File: src/rtl/serial_addsub_if.sv
// serial_addsub_if: start/done handshake, operands and result fields of the bit-serial adder/subtractor.
interface serial_addsub_if #(parameter int WIDTH = 8);
    logic             start;
    logic             sub;
    logic [WIDTH-1:0] a;
    logic [WIDTH-1:0] b;
    logic             busy;
    logic             done;
    logic [WIDTH-1:0] result;
    logic             carry_out;
    logic             overflow;
    modport master (output start, sub, a, b, input busy, done, result, carry_out, overflow);
    modport slave  (input start, sub, a, b, output busy, done, result, carry_out, overflow);
endinterface

File: src/rtl/serial_addsub.sv
// serial_addsub: bit-serial adder/subtractor, one full-adder cell and a carry register, LSB first.
module serial_addsub #(
    parameter int WIDTH = 8
) (
    input  logic            clk,
    input  logic            rst_n,
    serial_addsub_if.slave  bus
);
    localparam int CW = $clog2(WIDTH);
    typedef enum logic [1:0] {IDLE, SHIFT, DONE} state_t;
    state_t           state_q, state_d;
    logic [WIDTH-1:0] a_q, a_d, b_q, b_d, r_q, r_d, res_q, res_d;
    logic [CW-1:0]    cnt_q, cnt_d;
    logic             c_q, c_d, co_q, co_d, ov_q, ov_d;
    logic             s, maj, last;
    assign s    = a_q[0] ^ b_q[0] ^ c_q;
    assign maj  = (a_q[0] & b_q[0]) | (c_q & (a_q[0] ^ b_q[0]));
    assign last = cnt_q == CW'(WIDTH - 1);
    always_ff @(posedge clk or negedge rst_n) begin
        if (!rst_n) state_q <= IDLE;
        else        state_q <= state_d;
    end
    always_comb begin
        state_d = (state_q == IDLE)  ? (bus.start ? SHIFT : IDLE) :
                  (state_q == SHIFT) ? (last ? DONE : SHIFT) : IDLE;
    end
    always_comb begin
        bus.busy      = state_q == SHIFT;
        bus.done      = state_q == DONE;
        bus.result    = res_q;
        bus.carry_out = co_q;
        bus.overflow  = ov_q;
    end
    // Subtract is a + ~b + 1: invert B on load and seed the carry with sub.
    always_comb begin
        a_d   = a_q;
        b_d   = b_q;
        r_d   = r_q;
        c_d   = c_q;
        cnt_d = cnt_q;
        res_d = res_q;
        co_d  = co_q;
        ov_d  = ov_q;
        if (state_q == IDLE && bus.start) begin
            a_d   = bus.a;
            b_d   = bus.b ^ {WIDTH{bus.sub}};
            c_d   = bus.sub;
            cnt_d = '0;
        end else if (state_q == SHIFT) begin
            a_d   = a_q >> 1;
            b_d   = b_q >> 1;
            c_d   = maj;
            r_d   = {s, r_q[WIDTH-1:1]};
            cnt_d = cnt_q + 1'b1;
            if (last) begin
                res_d = r_d;
                co_d  = maj;
                ov_d  = c_q ^ maj;
            end
        end
    end
    always_ff @(posedge clk or negedge rst_n) begin
        if (!rst_n) begin
            a_q   <= '0;
            b_q   <= '0;
            r_q   <= '0;
            c_q   <= 1'b0;
            cnt_q <= '0;
            res_q <= '0;
            co_q  <= 1'b0;
            ov_q  <= 1'b0;
        end else begin
            a_q   <= a_d;
            b_q   <= b_d;
            r_q   <= r_d;
            c_q   <= c_d;
            cnt_q <= cnt_d;
            res_q <= res_d;
            co_q  <= co_d;
            ov_q  <= ov_d;
        end
    end
endmodule
File: src/flat_wrapper.sv
// flat-port wrapper written by rule: the top's interface ports become plain ports
module serial_addsub_flat 
#(
    parameter int WIDTH = 8
)
  (clk, rst_n, bus_start, bus_sub, bus_a, bus_b, bus_busy, bus_done, bus_result, bus_carry_out, bus_overflow);
  serial_addsub_if #(.WIDTH(WIDTH)) bus_i ();
  input  logic clk;
  input  logic rst_n;
  input wire logic [$bits(bus_i.start)-1:0] bus_start;
  input wire logic [$bits(bus_i.sub)-1:0] bus_sub;
  input wire logic [$bits(bus_i.a)-1:0] bus_a;
  input wire logic [$bits(bus_i.b)-1:0] bus_b;
  output wire logic [$bits(bus_i.busy)-1:0] bus_busy;
  output wire logic [$bits(bus_i.done)-1:0] bus_done;
  output wire logic [$bits(bus_i.result)-1:0] bus_result;
  output wire logic [$bits(bus_i.carry_out)-1:0] bus_carry_out;
  output wire logic [$bits(bus_i.overflow)-1:0] bus_overflow;
  assign bus_i.start = bus_start;
  assign bus_i.sub = bus_sub;
  assign bus_i.a = bus_a;
  assign bus_i.b = bus_b;
  assign bus_busy = bus_i.busy;
  assign bus_done = bus_i.done;
  assign bus_result = bus_i.result;
  assign bus_carry_out = bus_i.carry_out;
  assign bus_overflow = bus_i.overflow;
  serial_addsub #(.WIDTH(WIDTH)) u_core (.clk(clk), .rst_n(rst_n), .bus(bus_i));
endmodule
File: config.mk
export PLATFORM = sky130hd
export DESIGN_NAME = serial_addsub_flat
export DESIGN_NICKNAME = d
export VERILOG_FILES = /design/src/rtl/serial_addsub_if.sv /design/src/rtl/serial_addsub.sv /design/src/flat_wrapper.sv
export SDC_FILE = /design/constraint.sdc
export NUM_CORES = 1
export LEC_CHECK = 0
export ABC_AREA = 0
export CORE_ASPECT_RATIO = 1.5
export CORE_MARGIN = 3
export CORE_UTILIZATION = 51
export DETAILED_ROUTE_END_ITERATION = 6
export PLACE_DENSITY = 0.83
export SETUP_SLACK_MARGIN = 0.02
export SYNTH_ARGS = -nofsm -noshare
export SYNTH_HDL_FRONTEND = slang
export SYNTH_SLANG_ARGS = --single-unit
export TNS_END_PERCENT = 30
File: constraint.sdc
create_clock -name clk -period 2.2 [get_ports clk]
set_input_delay 0.33 -clock clk [delete_from_list [all_inputs] [get_ports clk]]
set_output_delay 0.33 -clock clk [all_outputs]
set_load 0.005 [all_outputs]
==> run_results.csv, run 1 <==
group,metric,value,unit
outcome,status,"finished, final reports clean",
drt,wl_met2,1.650,mm
cells_and_area,fin_area,2130,µm²
drt,viasPerCell,5.404,
cts,cts_buffers,5,
synth,synth_area_leaders,"dfrtp_1 (58%), nand2_1 (10%), mux2_2 (6.0%)",
cells_and_area,layout.cells.non_filler,230,
critical_path,worstPathMaxFanout,6,
critical_path,cp.arrival,1.47,ns
cts,cts_tree,"built",
synth,synthesis.nets,181,
placement,pre_cts_slack,0.2291,ns
synth,yosysTopAreaCellShare,0.5791,
cells_and_area,layout.nets,213,
critical_path,crit_slowest_cell,"clkdlybuf4s50_1",
synth,yosysMostFrequentCell,"nand2_1",
floorplan,fp.coreArea,3033,µm²
floorplan,die_w,52.94,µm
cts,path_clk_slew,0.08,ns
global_route,first_global_vias,1264,
cells_and_area,fin_util,0.7021,
synth,synth_area,1685,µm²
sta,fin_ws,0.3968,ns
drt,routed_wl,3.253,mm
global_route,grt_max_degree,40,
global_route,grt-ovfl-total,0,
sta,holdWs,0.1405,ns
synth,synth-edff-count,0,
drt,highest_layer,"met4",
synth,yosysTopAreaCell,"dfrtp_1",
pwr,leakage,0.9939,nW
critical_path,cp-start-kind,"register",
floorplan,pin_count,32,
placement,dpl.cell_count,222,
sta,fin_crit_sh,0.8196,
drt,wl_per_cell,14.14,µm
global_route,antenna_found_initial,0,
critical_path,crit_path_max_incr_delay,0.49,ns
cts,clk_latency,0.28,ns
sta,max_freq,554.6,MHz
drt,dr.pass1.iters,4,
floorplan,initial_utilization,0.5557,
sta,final_hold_viol_count,0,
floorplan,die_area,4045,µm²
cts,cts-root-buf,"clkbuf_8",
sta,skew,0.007687,ns
global_route,grt_pass1_wl,5.616,mm
cts,cts_resized,0,
cts,hold_buffers,0,
sta,setup-tns-final,0,ns
sta,fin_crit,1.803,ns
placement,dp_hpwl,2.225,mm
drt,drc_errors,0,
cts,cts_sinks,39,
drt,antenna_left,0,
synth,synth_commonest_cells,"nand2_1 (45), dfrtp_1 (39), nor2_1 (13)",
placement,place_area,2012,µm²
critical_path,worstSetupPathType,"reg2out",
cts,h-tree-depth,2,
placement,gp_congestion,0.7472,
sta,rsz0062_at_grt,"false",
sta,setup-violations-final,0,
pwr,p_total,2.931,mW
sta,slew_viol_final,0,
pwr,vdd.ir_drop.worst,0.001015,V
cells_and_area,antenna_cells,0,
drt,wirelength_met1,1.373,mm
floorplan,core.rowCount,24,
sta,worstMarginPinSlew,0.8273,ns
drt,met3_wirelength,164,µm
cts,post-cts-setup-buffers,0,
placement,portBuffers,31,
synth,synth_warnings,0,
sta,relSlewSlack,0.4484,
worst_hold_path,hold_path.class,"in2async",
flow_run,maxCapViolCount,0,
critical_path,cp_data_required_time,1.87,ns
synth,synth_top_flop_cell,"dfrtp_1",
synth,avgSynthCellArea,10.67,µm²
cells_and_area,syn_to_final_growth,26.35,%
critical_path,end_kind,"output port",
drt,via_count,1243,
synth,synthArstFlopShare,1.000,
drt,drt-initial-drc-count,23,
cts,clock_path_buffers,2,
synth,yosysSeqAreaShare,0.5791,
synth,synth_cells,158,
synth,synth_seq_cells,39,
global_route,grt_use_total,0.1865,
synth,synthDistinctLibCells,25,
cells_and_area,drive_gt1_frac,0.1257,
critical_path,path_cells,"nand2b_1 -> inv_2 -> clkdlybuf4s50_1",
pwr,power_density,1376,nW/µm²
floorplan,dieHeight,76.41,µm
==> cells by family (layout without fill, tap and decap cells) <==
family / Yosys count / in the layout / share of synthesized area
flip-flops: 39 / 39 / 0.5791
buffers and inverters: 11 / 44 / 0.03414
AND/OR/NAND/NOR: 67 / 67 / 0.1626
adder cells (fa/ha/maj): 3 / 3 / 0.02672
multiplexers: 9 / 9 / 0.06014
XOR/XNOR: 9 / 9 / 0.04677
AO/OA/AOI/OAI: 20 / 20 / 0.09057
==> routing by layer <==
layer  up-vias  GRT usage
met5         -          0
met4         0    0.07673
met3         5    0.04110
met2        46     0.3022
met1       601     0.2338
li1        591          -
==> cells in the final DEF (no fill, tap or decap), types with 3 or more instances in the layout <==
| master | count |
|---|---|
| clkdlybuf4s50_1 | 30 |
| dfrtp_1 | 39 |
| a221o_1 | 5 |
| nand2_1 | 45 |
| mux2_2 | 9 |
| buf_4 | 3 |
| o21ai_0 | 3 |
| nor2_1 | 13 |
| xnor2_1 | 9 |
| a31oi_1 | 6 |
| clkbuf_8 | 6 |
| nand3_1 | 4 |
==> cell type report <==
cell class                      instances  area, µm²
Fill cell                             241      903.4
Inverter                                2      7.507
Clock buffer                            6      82.58
Clock inverter                          2      35.03
Timing Repair Buffer                   34      327.8
Sequential cell                        39      975.9
Multi-Input combinational cell        108      651.9
Tap cell                               39      48.80
==> path summary, 6_finish.rpt <==
kind | end | slack, ns | startpoint | depth (start not counted)
setup / recovery | bus_busy | 0.40 | u_core.state_q[1] | 3
min in group clk | u_core.r_q[1] | 0.48 | u_core.r_q[1] | 2
setup reg to reg | u_core.bus.result[1] | 0.48 | u_core.cnt_q[0] | 4
hold / removal | u_core.cnt_q[2] | 0.14 | rst_n | 1
max in group asynchronous | u_core.state_q[1] | 1.54 | rst_n | 1
hold reg to reg | u_core.r_q[1] | 0.48 | u_core.r_q[1] | 2
==> worst max-delay path: cells and delay by family (launching register included) <==
kind          cells  cell delay, ns
buf+inv           2            0.55
flops             1            0.45
simple gates      1            0.20
==> where the power goes <==
part / internal [mW] / switching (mW)
sequential: 1.04 / 0.202
combinational: 0.559 / 0.524
clock: 0.367 / 0.239
==> sequential cells by signal, indices dropped and copies added (netlist names) <==
| name | count |
|---|---|
| u_core.state_q | 2 |
| u_core.c_q | 1 |
| u_core.b_q | 8 |
| u_core.bus.overflow | 1 |
| u_core.bus.carry_out | 1 |
| u_core.r_q | 7 |
| u_core.a_q | 8 |
| u_core.cnt_q | 3 |
| u_core.bus.result | 8 |
(Power assumes the default switching activity.)
==> run 2, diff against run 1 <==
Settings changed: CORE_UTILIZATION 51 to 46, PLACE_DENSITY 0.83 to 0.79.
Clock period 2.2 ns to 1.5 ns, I/O delays scaled along.
==> run_results.csv, run 2 (synthesized netlist as in run 1, its figures left out) <==
group,metric,value,unit
critical_path,cp.arrival,1.65,ns
floorplan,die_area,4441,µm²
critical_path,end_kind,"register",
floorplan,fp.coreArea,3448,µm²
sta,fin_ws,0.02019,ns
sta,max_freq,675.8,MHz
critical_path,cp-start-kind,"register",
critical_path,cp.depth,5,
placement,portBuffers,31,
global_route,grt_use_total,0.1798,
cells_and_area,layout.nets,228,
critical_path,crit_start,"u_core.cnt_q[0]",
sta,fin_crit_sh,0.9865,
drt,drt-initial-drc-count,27,
critical_path,worstSetupPathType,"reg2reg",
placement,gp_congestion,0.7323,
drt,drc_errors,0,
sta,worstMarginPinSlew,0.4752,ns
global_route,grt_max_degree,23,
global_route,antenna_found_initial,0,
floorplan,pin_count,32,
cts,cts_tree,"built",
global_route,first_global_vias,1314,
placement,dp_hpwl,2.521,mm
drt,antenna_left,0,
sta,fin_crit,1.480,ns
placement,place_area,2123,µm²
pwr,vdd.ir_drop.worst,0.001084,V
cts,path_clk_slew,0.07,ns
critical_path,timing.rr.end,"u_core.bus.result[2]",
critical_path,reg2reg_depth,5,
cells_and_area,drive_gt1_frac,0.2282,
sta,slew_viol_final,0,
sta,skew,0.003100,ns
floorplan,dieHeight,80.14,µm
critical_path,cp_data_required_time,1.67,ns
cts,h-tree-depth,2,
sta,rsz0062_at_grt,"true",
drt,routed_wl,3.549,mm
global_route,grt.busiest_layer,"met2",
cts,clk_latency,0.29,ns
cells_and_area,final_cell_mix,"nand2_1 (45), dfrtp_1 (38), clkdlybuf4s50_1 (28)",
cts,cts_buffers,5,
cts,cts_sinks,39,
critical_path,path_cells,"ha_2 -> ha_4 -> nand3b_1 -> buf_12 -> mux2_2",
sta,final_hold_viol_count,0,
flow_run,maxCapViolCount,0,
global_route,grt-ovfl-total,0,
placement,pre_cts_slack,-0.1601,ns
critical_path,crit_slowest_cell,"dfrtp_1",
outcome,status,"finished, final reports clean",
drt,via_count,1323,
cts,cts-root-buf,"clkbuf_8",
drt,dr.pass1.iters,4,
cells_and_area,layout_commonest_cell,"nand2_1",
global_route,use_met3,0.04019,
cells_and_area,antenna_cells,0,
critical_path,crit_family,"flip-flops",
critical_path,crit_end,"u_core.bus.result[2]",
critical_path,reg2reg_slack,0.02,ns
worst_hold_path,hold_path.class,"in2async",
pwr,power_density,1897,nW/µm²
floorplan,initial_utilization,0.4888,
critical_path,crit_path_max_incr_delay,0.39,ns
pwr,leakage,1.073,nW
critical_path,worstPathMaxFanout,12,
cts,clock_path_buffers,2,
sta,relSlewSlack,0.6832,
sta,setup-violations-final,0,
global_route,grt_pass1_wl,6.203,mm
cells_and_area,syn_to_final_growth,36.30,%
cells_and_area,fin_area,2297,µm²
drt,wl_per_cell,14.31,µm
drt,viasPerCell,5.335,
pwr,p_total,4.357,mW
global_route,globalRouteMet1Util,0.2157,
critical_path,worst-path-buf-inv,1,
floorplan,core.rowCount,26,
critical_path,worstReg2RegStart,"u_core.cnt_q[0]",
cells_and_area,fin_util,0.6662,
floorplan,die_w,55.42,µm
sta,setup-tns-final,0,ns
global_route,use_met2,0.3033,
[run 2: cell count changes in the layout (fill, tap and decap cells not counted), moves of 3 or more]
cell,before,now
buf_12,0,3
buf_4,3,12
nor2_1,13,8
nor2_2,0,5
[run 2: how the worst min path moves through the flow]
stage               startpoint              endpoint  slack, ns  cells after the start
finish                   rst_n  u_core.bus.carry_out       0.42                      2
global route             rst_n         u_core.r_q[7]       0.46                      2
CTS                      rst_n         u_core.a_q[1]       0.43                      2
detailed placement       rst_n  u_core.bus.result[0]       0.21                      1
global placement         rst_n  u_core.bus.result[0]       0.20                      1
floorplan                rst_n         u_core.a_q[0]      -0.07                      0
[run 2: cell type report]
class / count / area [µm²]
fillers: 301 / 1151
flip-flops and latches: 39 / 977.2
multi-input cells: 108 / 693.2
repair buffers: 49 / 485.5
clock buffers: 7 / 76.32
well taps: 42 / 52.55
inverters: 2 / 7.507
clock inverters: 1 / 5.005
[run 2: what timing repair did]
item / 4_1_cts / 5_1_grt
cloned: 0 / 0
setup buffers: 3 / 0
hold endpoints to repair: 20 / 0
hold buffers: 1 / 0
resized for setup: 8 / 11
setup endpoints to repair: 11 / 28
[run 2: report_power, final]
group	leakage, nW	internal [mW]	switching, mW
Clock	0.0422	0.326	0.342
Sequential	0.492	1.53	0.311
Combinational	0.538	1.01	0.839
Total	1.07	2.86	1.49
[run 2: worst reg2reg max path, stage by stage, from the launching register on]
cell,delay [ns]
dfrtp_1,0.39
ha_2,0.20
ha_4,0.16
nand3b_1,0.13
buf_12,0.15
mux2_2,0.34
[run 2: through the flow]
step                hold slack (ns)  cells
floorplan                  -0.07059    158
global placement             0.2042    236
detailed placement           0.2120    236
CTS                          0.4315    248
global route                 0.4642    248
finish                       0.4207    248
[run 2: routing by layer]
layer / part of all wire / wire (µm) / vias to the layer above
li1: - / - / 621
met1: 0.41 / 1451 / 655
met2: 0.53 / 1876 / 41
met3: 0.043 / 154 / 6
met4: 0.019 / 67 / 0
met5: 0 / 0 / -
==> run 3, diff against run 2 <==
Settings changed: CORE_UTILIZATION 46 to 51, CTS_CLUSTER_SIZE set to 40, PLACE_DENSITY 0.79 to 0.83.
Clock period 1.5 ns to 1.6 ns, I/O delays scaled along.
==> run_results.csv, run 3 (synthesized netlist as in run 1, its figures left out) <==
group,metric,value,unit
critical_path,end_kind,"register",
cells_and_area,layout.nets,221,
sta,skew,0.006645,ns
floorplan,initial_utilization,0.5557,
global_route,grt-ovfl-total,0,
sta,rsz0062_at_grt,"true",
critical_path,worstSetupPathType,"reg2reg",
cts,cts_buffers,5,
cts,clock_path_buffers,2,
critical_path,cp.arrival,1.69,ns
global_route,grt_use_total,0.1774,
sta,slew_viol_final,0,
drt,dr.pass1.iters,4,
global_route,grt_max_degree,40,
floorplan,pin_count,32,
sta,fin_ws,0.08842,ns
placement,gp_congestion,0.7249,
floorplan,dieHeight,76.41,µm
critical_path,worstReg2RegStart,"u_core.cnt_q[0]",
cells_and_area,antenna_cells,0,
critical_path,worstPathMaxFanout,12,
cells_and_area,drive_gt1_frac,0.1658,
critical_path,reg2reg_slack,0.09,ns
cells_and_area,syn_to_final_growth,32.29,%
cts,cts_sinks,39,
pwr,power_density,1885,nW/µm²
drt,drc_errors,0,
drt,antenna_left,0,
sta,setup-violations-final,0,
critical_path,timing.rr.end,"u_core.bus.result[6]",
floorplan,die_w,52.94,µm
cells_and_area,final_cell_mix,"nand2_1 (45), dfrtp_1 (38), clkdlybuf4s50_1 (28)",
worst_hold_path,hp-start,"u_core.bus.overflow",
pwr,leakage,1.050,nW
placement,pre_cts_slack,-0.01919,ns
placement,dp_hpwl,2.223,mm
critical_path,cp-start-kind,"register",
floorplan,core.rowCount,24,
drt,viasPerCell,5.382,
sta,final_hold_viol_count,0,
drt,routed_wl,3.123,mm
drt,wl_per_cell,13.12,µm
global_route,first_global_vias,1271,
pwr,vdd.ir_drop.worst,0.001197,V
cts,cts_tree,"built",
worst_hold_path,hold_path_depth,2,
critical_path,reg2reg_depth,5,
cts,path_clk_slew,0.07,ns
cts,cts-root-buf,"clkbuf_8",
cells_and_area,fin_util,0.7351,
cts,clk_latency,0.29,ns
cells_and_area,layout.cells.non_filler,238,
drt,via_count,1281,
sta,relSlewSlack,0.6914,
worst_hold_path,hold_end,"u_core.bus.overflow",
sta,fin_crit_sh,0.9447,
placement,dpl.cell_count,227,
sta,fin_crit,1.512,ns
worst_hold_path,hold_path.class,"reg2reg",
global_route,antenna_found_initial,0,
placement,portBuffers,31,
sta,worstMarginPinSlew,0.4629,ns
cells_and_area,layout_commonest_cell,"nand2_1",
cts,h-tree-depth,2,
outcome,status,"finished, final reports clean",
floorplan,die_area,4045,µm²
sta,max_freq,661.6,MHz
floorplan,fp.coreArea,3033,µm²
global_route,grt_pass1_wl,5.306,mm
flow_run,maxCapViolCount,0,
drt,drt-initial-drc-count,27,
critical_path,cp_data_required_time,1.78,ns
run 3: worst max path at each step:
stage | startpoint | end | slack [ns] | depth (start not counted)
after floorplan | u_core.cnt_q[0] | u_core.bus.result[1] | 0.07 | 5
after global placement | bus_start | u_core.a_q[2] | 0.02 | 5
after detailed placement | bus_start | u_core.b_q[2] | -0.02 | 5
after CTS | u_core.cnt_q[0] | u_core.bus.result[6] | 0.09 | 5
after global routing | u_core.cnt_q[0] | u_core.bus.result[6] | 0.008 | 5
final | u_core.cnt_q[0] | u_core.bus.result[6] | 0.09 | 5
run 3: worst max-delay path, stage by stage (launching register included):
cell      delay (ns)
dfrtp_1         0.40
ha_1            0.20
ha_1            0.19
nand3b_1        0.13
buf_12          0.15
mux2_2          0.33
run 3: per-stage QoR:
| step | area [µm²] | total power, mW | hold WS (ns) | TNS, ns |
|---|---|---|---|---|
| 2_1_floorplan | 1685 | 2.610 | -0.05559 | 0 |
| 3_3_place_gp | 2062 | 3.150 | 0.3033 | 0 |
| 3_5_place_dp | 2062 | 3.239 | 0.3079 | -0.07493 |
| 4_1_cts | 2226 | 4.254 | 0.4820 | 0 |
| 5_1_grt | 2230 | 4.526 | 0.5117 | 0 |
| 6_report | 2230 | 4.202 | 0.4872 | 0 |
run 3: routing by layer:
layer | wire length (µm) | track usage
met2 | 1606 | 0.2935
met4 | 67 | 0.08696
met5 | 0 | 0
met3 | 189 | 0.05284
met1 | 1260 | 0.2000
run 3: repair_timing:
action                                 in CTS  in global routing
gates resized for setup                     4                  1
hold buffers                                1                  0
gates cloned                                0                  0
setup endpoints to repair                   2                 13
setup buffers                               2                  0
endpoints found under the hold margin      39                  0
run 3: area by class of cell:
cell class	instances	area, µm²
well taps	39	48.80
inverters	2	7.507
clock buffers	6	72.57
clock inverters	2	60.06
repair buffers	42	400.4
fillers	213	803.3
multi-input cells	108	663.1
flip-flops and latches	39	977.2
run 3: power by group:
part | total [mW] | leakage (nW) | internal, mW | switching (mW)
combinational | 1.55 | 0.493 | 0.822 | 0.726
clock | 0.956 | 0.0654 | 0.623 | 0.333
sequential | 1.70 | 0.492 | 1.43 | 0.265
total | 4.20 | 1.05 | 2.88 | 1.32
